[src/rtl/timer_pkg.sv]
`timescale 1ns/1ps
// Shared types and default sizes for the timer and its capture reader.
// No logic, declarations only.
// Not applicable: no flow control here.
package timer_pkg;

    localparam int DEF_TIMER_BITWIDTH = 32;
    localparam int DEF_NB_CAPTURES    = 10;
    localparam int DEF_CH_W           = $clog2(DEF_NB_CAPTURES);

    typedef enum logic [2:0] {
        IDLE   = 3'd0,
        SELECT = 3'd1,
        EMIT   = 3'd2,
        CLEAR  = 3'd3,
        GUARD  = 3'd4
    } reader_state_e;

    typedef struct packed {
        logic [DEF_CH_W-1:0]           channel;
        logic [DEF_TIMER_BITWIDTH-1:0] time_val;
        logic [DEF_TIMER_BITWIDTH-1:0] delta;
        logic                          first;
    } capture_evt_t;

endpackage

[src/rtl/capture_rr_arbiter.sv]
`timescale 1ns/1ps
// Round-robin pick of the first set request at or above ptr, wrapping to 0.
// Latency: purely combinational.
// Backpressure: none; the caller decides when to consume the grant.
module capture_rr_arbiter #(
    parameter  int NB = 10,
    localparam int IW = $clog2(NB)
) (
    input  logic [NB-1:0] req,
    input  logic [IW-1:0] ptr,
    output logic [IW-1:0] grant_idx,
    output logic          grant_valid
);

    int idx;

    // Scan from the farthest offset down so the nearest request to ptr wins last.
    always_comb begin
        grant_idx   = '0;
        grant_valid = 1'b0;
        idx         = 0;
        for (int off = NB - 1; off >= 0; off--) begin
            idx = (int'(ptr) + off) % NB;
            if (req[idx]) begin
                grant_idx   = IW'(idx);
                grant_valid = 1'b1;
            end
        end
    end

endmodule

[src/rtl/timer_capture_reader.sv]
`timescale 1ns/1ps
// Drains timer capture flags round-robin into a valid/ready event stream with per-channel delta.
// Latency: flag seen in IDLE -> event valid two edges later; >=5 cycles per event.
// Backpressure: event fields held while valid && !ready; re-arm pulse only after handshake.
module timer_capture_reader
    import timer_pkg::*;
#(
    parameter  int TIMER_BITWIDTH = DEF_TIMER_BITWIDTH,
    parameter  int NB_CAPTURES    = DEF_NB_CAPTURES,
    localparam int CH_W           = $clog2(NB_CAPTURES)
) (
    input  logic                                  clk_in,
    input  logic                                  rst_n_in,
    input  logic                                  enable_in,
    input  logic [NB_CAPTURES-1:0]                captured_in,
    input  logic [NB_CAPTURES*TIMER_BITWIDTH-1:0] counter_in,
    output logic [NB_CAPTURES-1:0]                rst_capture_out,
    output logic                                  evt_valid_out,
    input  logic                                  evt_ready_in,
    output logic [CH_W-1:0]                       evt_channel_out,
    output logic [TIMER_BITWIDTH-1:0]             evt_time_out,
    output logic [TIMER_BITWIDTH-1:0]             evt_delta_out,
    output logic                                  evt_first_out,
    output logic                                  busy_out
);

    reader_state_e state, state_nxt;

    logic [CH_W-1:0]                             chan;
    logic [CH_W-1:0]                             rr_ptr;
    logic [NB_CAPTURES-1:0]                      seen;
    logic [NB_CAPTURES-1:0][TIMER_BITWIDTH-1:0]  last_time;
    logic [CH_W-1:0]                             grant_idx;
    logic                                        grant_valid;
    logic                                        take;
    logic                                        hs;
    logic [TIMER_BITWIDTH-1:0]                   sel_time;

    capture_rr_arbiter #(.NB(NB_CAPTURES)) u_arb (
        .req         (captured_in),
        .ptr         (rr_ptr),
        .grant_idx   (grant_idx),
        .grant_valid (grant_valid)
    );

    assign take     = (state == IDLE) && enable_in && grant_valid;
    assign hs       = (state == EMIT) && evt_valid_out && evt_ready_in;
    assign sel_time = counter_in[int'(chan)*TIMER_BITWIDTH +: TIMER_BITWIDTH];

    always_ff @(posedge clk_in) begin
        if (!rst_n_in) state <= IDLE;
        else           state <= state_nxt;
    end

    always_comb begin
        state_nxt = state;
        case (state)
            IDLE:    if (take) state_nxt = SELECT;
            SELECT:  state_nxt = EMIT;
            EMIT:    if (hs) state_nxt = CLEAR;
            CLEAR:   state_nxt = GUARD;
            GUARD:   state_nxt = IDLE;
            default: state_nxt = IDLE;
        endcase
    end

    always_comb begin
        busy_out = (state != IDLE);
    end

    always_ff @(posedge clk_in) begin
        if (!rst_n_in) begin
            chan            <= '0;
            rr_ptr          <= '0;
            seen            <= '0;
            last_time       <= '0;
            rst_capture_out <= '0;
            evt_valid_out   <= 1'b0;
            evt_channel_out <= '0;
            evt_time_out    <= '0;
            evt_delta_out   <= '0;
            evt_first_out   <= 1'b0;
        end else begin
            rst_capture_out <= '0;
            if (take) chan <= grant_idx;
            if (state == SELECT) begin
                evt_valid_out   <= 1'b1;
                evt_channel_out <= chan;
                evt_time_out    <= sel_time;
                evt_delta_out   <= seen[chan] ? sel_time - last_time[chan] : '0;
                evt_first_out   <= !seen[chan];
            end
            // Commit per-channel history only once downstream has the event.
            if (hs) begin
                evt_valid_out         <= 1'b0;
                last_time[chan]       <= evt_time_out;
                seen[chan]            <= 1'b1;
                rst_capture_out[chan] <= 1'b1;
                rr_ptr                <= (chan == CH_W'(NB_CAPTURES - 1)) ? '0 : chan + 1'b1;
            end
        end
    end

endmodule

[config.mk]
export PLATFORM = sky130hd
export DESIGN_NAME = timer_capture_reader
export DESIGN_NICKNAME = d
export VERILOG_FILES = /design/src/rtl/timer_pkg.sv /design/src/rtl/capture_rr_arbiter.sv /design/src/rtl/timer_capture_reader.sv
export SDC_FILE = /design/constraint.sdc
export NUM_CORES = 1
export LEC_CHECK = 0
export ABC_AREA = 1
export CAP_MARGIN = 25
export CORE_MARGIN = 2
export CORE_UTILIZATION = 35
export DETAILED_ROUTE_END_ITERATION = 8
export SLEW_MARGIN = 20
export SYNTH_ARGS = -nofsm -noshare
export SYNTH_HDL_FRONTEND = slang
export SYNTH_SLANG_ARGS = --single-unit
[constraint.sdc]
create_clock -name clk_in -period 5.7 [get_ports clk_in]
set_input_delay 1.14 -clock clk_in [delete_from_list [all_inputs] [get_ports clk_in]]
set_output_delay 1.14 -clock clk_in [all_outputs]
set_load 0.1 [all_outputs]
==> metrics.txt, run 1 <==
status=complete, no violations; Fin Clk Skew=0.03039 ns; total grt overflow=0; Syn Nets=3,382; final core utilization=46.26%; CTS tree=built; area leader, netlist=dfxtp_1; maximum clock frequency=203.3 MHz; Synth warnings=0; Synth area leaders=dfxtp_1, a21oi_1, a22oi_1, o21ai_0, nand2_1; die outline height=254.7 um; CP endpoint kind=register; WL final=89.95 mm; Setup Buffers After CTS=0; Synth cell types=57; worst-case reg-to-reg path depth=25; Gate Count Post-Synth=2,984; Root Driver=clkbuf_16; Area Growth Syn to Fin=30.22%; Tmin final=4.918 ns; Hold Path Depth=2; n_diodes=0; Clock Sinks=421; number of max-cap violations=0; first-pass GRT wire length=135.5 mm; H-tree Lvls=2; row cnt=91; RD Place Congestion=0.9213; Setup TNS=0 ns; DIE WIDTH=254.7 um; Multi-input gate area=11,910 sq um; Worst setup SP type=register; largest net degree at the start of global routing=113; DRT Pass-1 Iters=5; Yosys top cell area share=38.31%; # resized after CTS=0; # DRC=0; Mapped Area=22,000 sq um; Ports=415; RSZ-0062 raised after global routing=false; pins over their slew limit=0; post-route ant nets=0; Final Hold Viols=0; Initial Util=35.52%; layout cells sized above 1=6.224%; relative slew slack=25.96%; Worst Path Required=6.14 ns; core area=61,940 sq um; worst-path fanout max=46; HP Class=register to register; DR vias/cell=5.678; All-Layer GR Usage=27.03%; antenna violations before repair=0; hold_buf cts=0; Final HPWL DP=60.95 mm; Avg Cell Area, Syn=7.373 sq um; Filler Cell Count=6,061; Max clock buf depth=3; number of global-route vias before repair=22.93k; FF/Latch Area=8428 sq um; Seq cells post-synth=421; # port buffers=414; Crit Path Category=register to register; routed len/inst=21.69 um; Leakage=10.63 nW; PD cells=412.9 nW/um^2; sequential-to-total area share from yosys stat=38.31%; DRT iter0 DRCs=1,813; actual slew at the worst max-slew pin=1.107 ns; worst skew pair latency=0.60 ns; clock slew at reported path FFs=0.06 ns; total number of vias=23.55k; peak supply drop=243.4 uV; nets=3,673; CP arrival=5.36 ns; final period utilization=86.28%; die area=64,880 sq um; total CTS buffers=46; Setup violations, final=0
[cell usage in the layout, fill, tap and decap left out, types with 15 or more instances in the layout]
cell type | Yosys | routed
inv_2 | 15 | 18
clkbuf_16 | 0 | 47
a31oi_1 | 33 | 33
nand2_1 | 325 | 325
buf_4 | 5 | 30
ha_1 | 63 | 63
a211oi_1 | 66 | 66
o21ai_1 | 17 | 17
nor2_1 | 144 | 139
a21oi_1 | 558 | 558
nand2_2 | 21 | 21
a22o_1 | 30 | 30
inv_1 | 171 | 164
clkdlybuf4s50_1 | 0 | 413
a22oi_1 | 256 | 256
nand3_1 | 92 | 91
clkinv_1 | 37 | 39
dfxtp_1 | 421 | 421
o21ai_0 | 353 | 353
nor3_1 | 44 | 42
xor2_1 | 15 | 15
[state kept, by name (all words and copies together), names as in the netlist]
register and count:
rst_capture_out 10, evt_delta_out 32, rr_ptr 4, chan 4, evt_time_out 32, state 3, evt_first_out 1, seen 10
evt_valid_out 1, last_time 320, evt_channel_out 4
[routing by layer]
metal	up-vias	wire [um]	track usage [%]	share of wire, %
li1	11231	-	-	-
met3	163	7226	4.776	8.0
met1	11108	36260	32.89	40
met2	1045	42990	47.24	48
met4	0	3474	10.46	3.9
met5	-	0	0	0
[where the power goes]
part           internal [mW]  leakage [nW]  switching, mW  total, mW
sequential              3.09          3.40          0.225       3.31
clock                   1.84         0.782           1.30       3.14
combinational           1.55          6.45           3.83       5.38
total                   6.48          10.6           5.35       11.8
[Yosys cell counts (all sizes together)]
master,number
inv,188
clkinv,37
nand3b,4
nand4,8
a32o,2
o211ai,9
a22o,30
and2,1
nand2,350
a31oi,33
nor2,147
xor2,18
or2,10
buf,34
a21boi,3
nand3,96
a21oi,559
o31ai,2
ha,63
nor3,45
o21a,9
clkbuf,185
a21o,2
nor3b,2
o32ai,1
o21bai,1
a211oi,66
fa,1
o2111ai,1
a2111oi,1
nor4,4
o22ai,6
o21ai,380
a221oi,3
a31o,1
xnor2,5
dfxtp,421
a22oi,256
[critical path, cell delays in order, from the launching register on]
cell     delay (ns)
dfxtp_1        0.49
nand2_1        0.27
inv_4          0.57
buf_4          0.54
a22oi_1        0.17
a21oi_1        0.16
nor3_1         0.08
ha_1           0.32
nand2_1        0.08
o21ai_1        0.14
a21oi_1        0.08
or2_1          0.24
nand2_1        0.07
a21oi_1        0.08
o21ai_1        0.21
inv_1          0.07
o21ai_1        0.22
nand2_1        0.11
o21ai_1        0.29
nand2_1        0.10
nand2_1        0.11
nand2_1        0.06
nand2_1        0.07
a21oi_1        0.05
o21ai_0        0.08
a21oi_1        0.08
[area by class of cell]
class	count	area share [%]
clock buffers	66	4.703
clock inverters	17	0.8821
inverters	225	2.987
multi-input cells	2119	41.58
flip-flops and latches	421	29.42
well taps	837	3.655
repair buffers	462	16.77
[per-stage QoR]
stage	hold slack [ns]	instances	setup WS, ns	power [mW]	instance area (sq um)
detailed placement	0.4371	4063	0.6672	8.674	27020
finish	0.4456	4147	0.7821	11.83	28650
CTS	0.4459	4146	0.8534	11.83	28620
floorplan	0.4233	2984	1.677	6.644	22000
global placement	0.4327	4054	0.7162	8.532	26780
global route	0.4652	4147	0.3145	12.41	28650
[path summary, 6_finish.rpt]
check        slack [ns]           endpoint          start
max                0.78  evt_delta_out[22]        chan[0]
min                0.45      last_time[46]  last_time[46]
max reg2reg        0.78  evt_delta_out[22]        chan[0]
min reg2reg        0.45      last_time[46]  last_time[46]
[kinds of logic (layout without fill, tap and decap cells)]
kind of cell             Yosys count  in the layout  share of synthesized area, %
AND/OR/NAND/NOR                  667            667                         13.07
XOR/XNOR                          23             23                         1.052
buffers and inverters            444            770                         7.808
AO/OA/AOI/OAI                   1365           1365                         36.09
adder cells (fa/ha/maj)           64             64                         3.674
flip-flops                       421            421                         38.31
No activity file was read; power rests on OpenSTA's default activity.
==> run 2: changes to the inputs <==
--- a/config.mk
+++ b/config.mk
@@ -10,6 +10,7 @@
 export CORE_MARGIN = 2
 export CORE_UTILIZATION = 35
 export DETAILED_ROUTE_END_ITERATION = 8
+export HOLD_SLACK_MARGIN = 0.03
 export SLEW_MARGIN = 20
 export SYNTH_ARGS = -nofsm -noshare
 export SYNTH_HDL_FRONTEND = slang
==> results of run 2 <==
The final DEF is identical to that of run 1; final timing and power are the same.
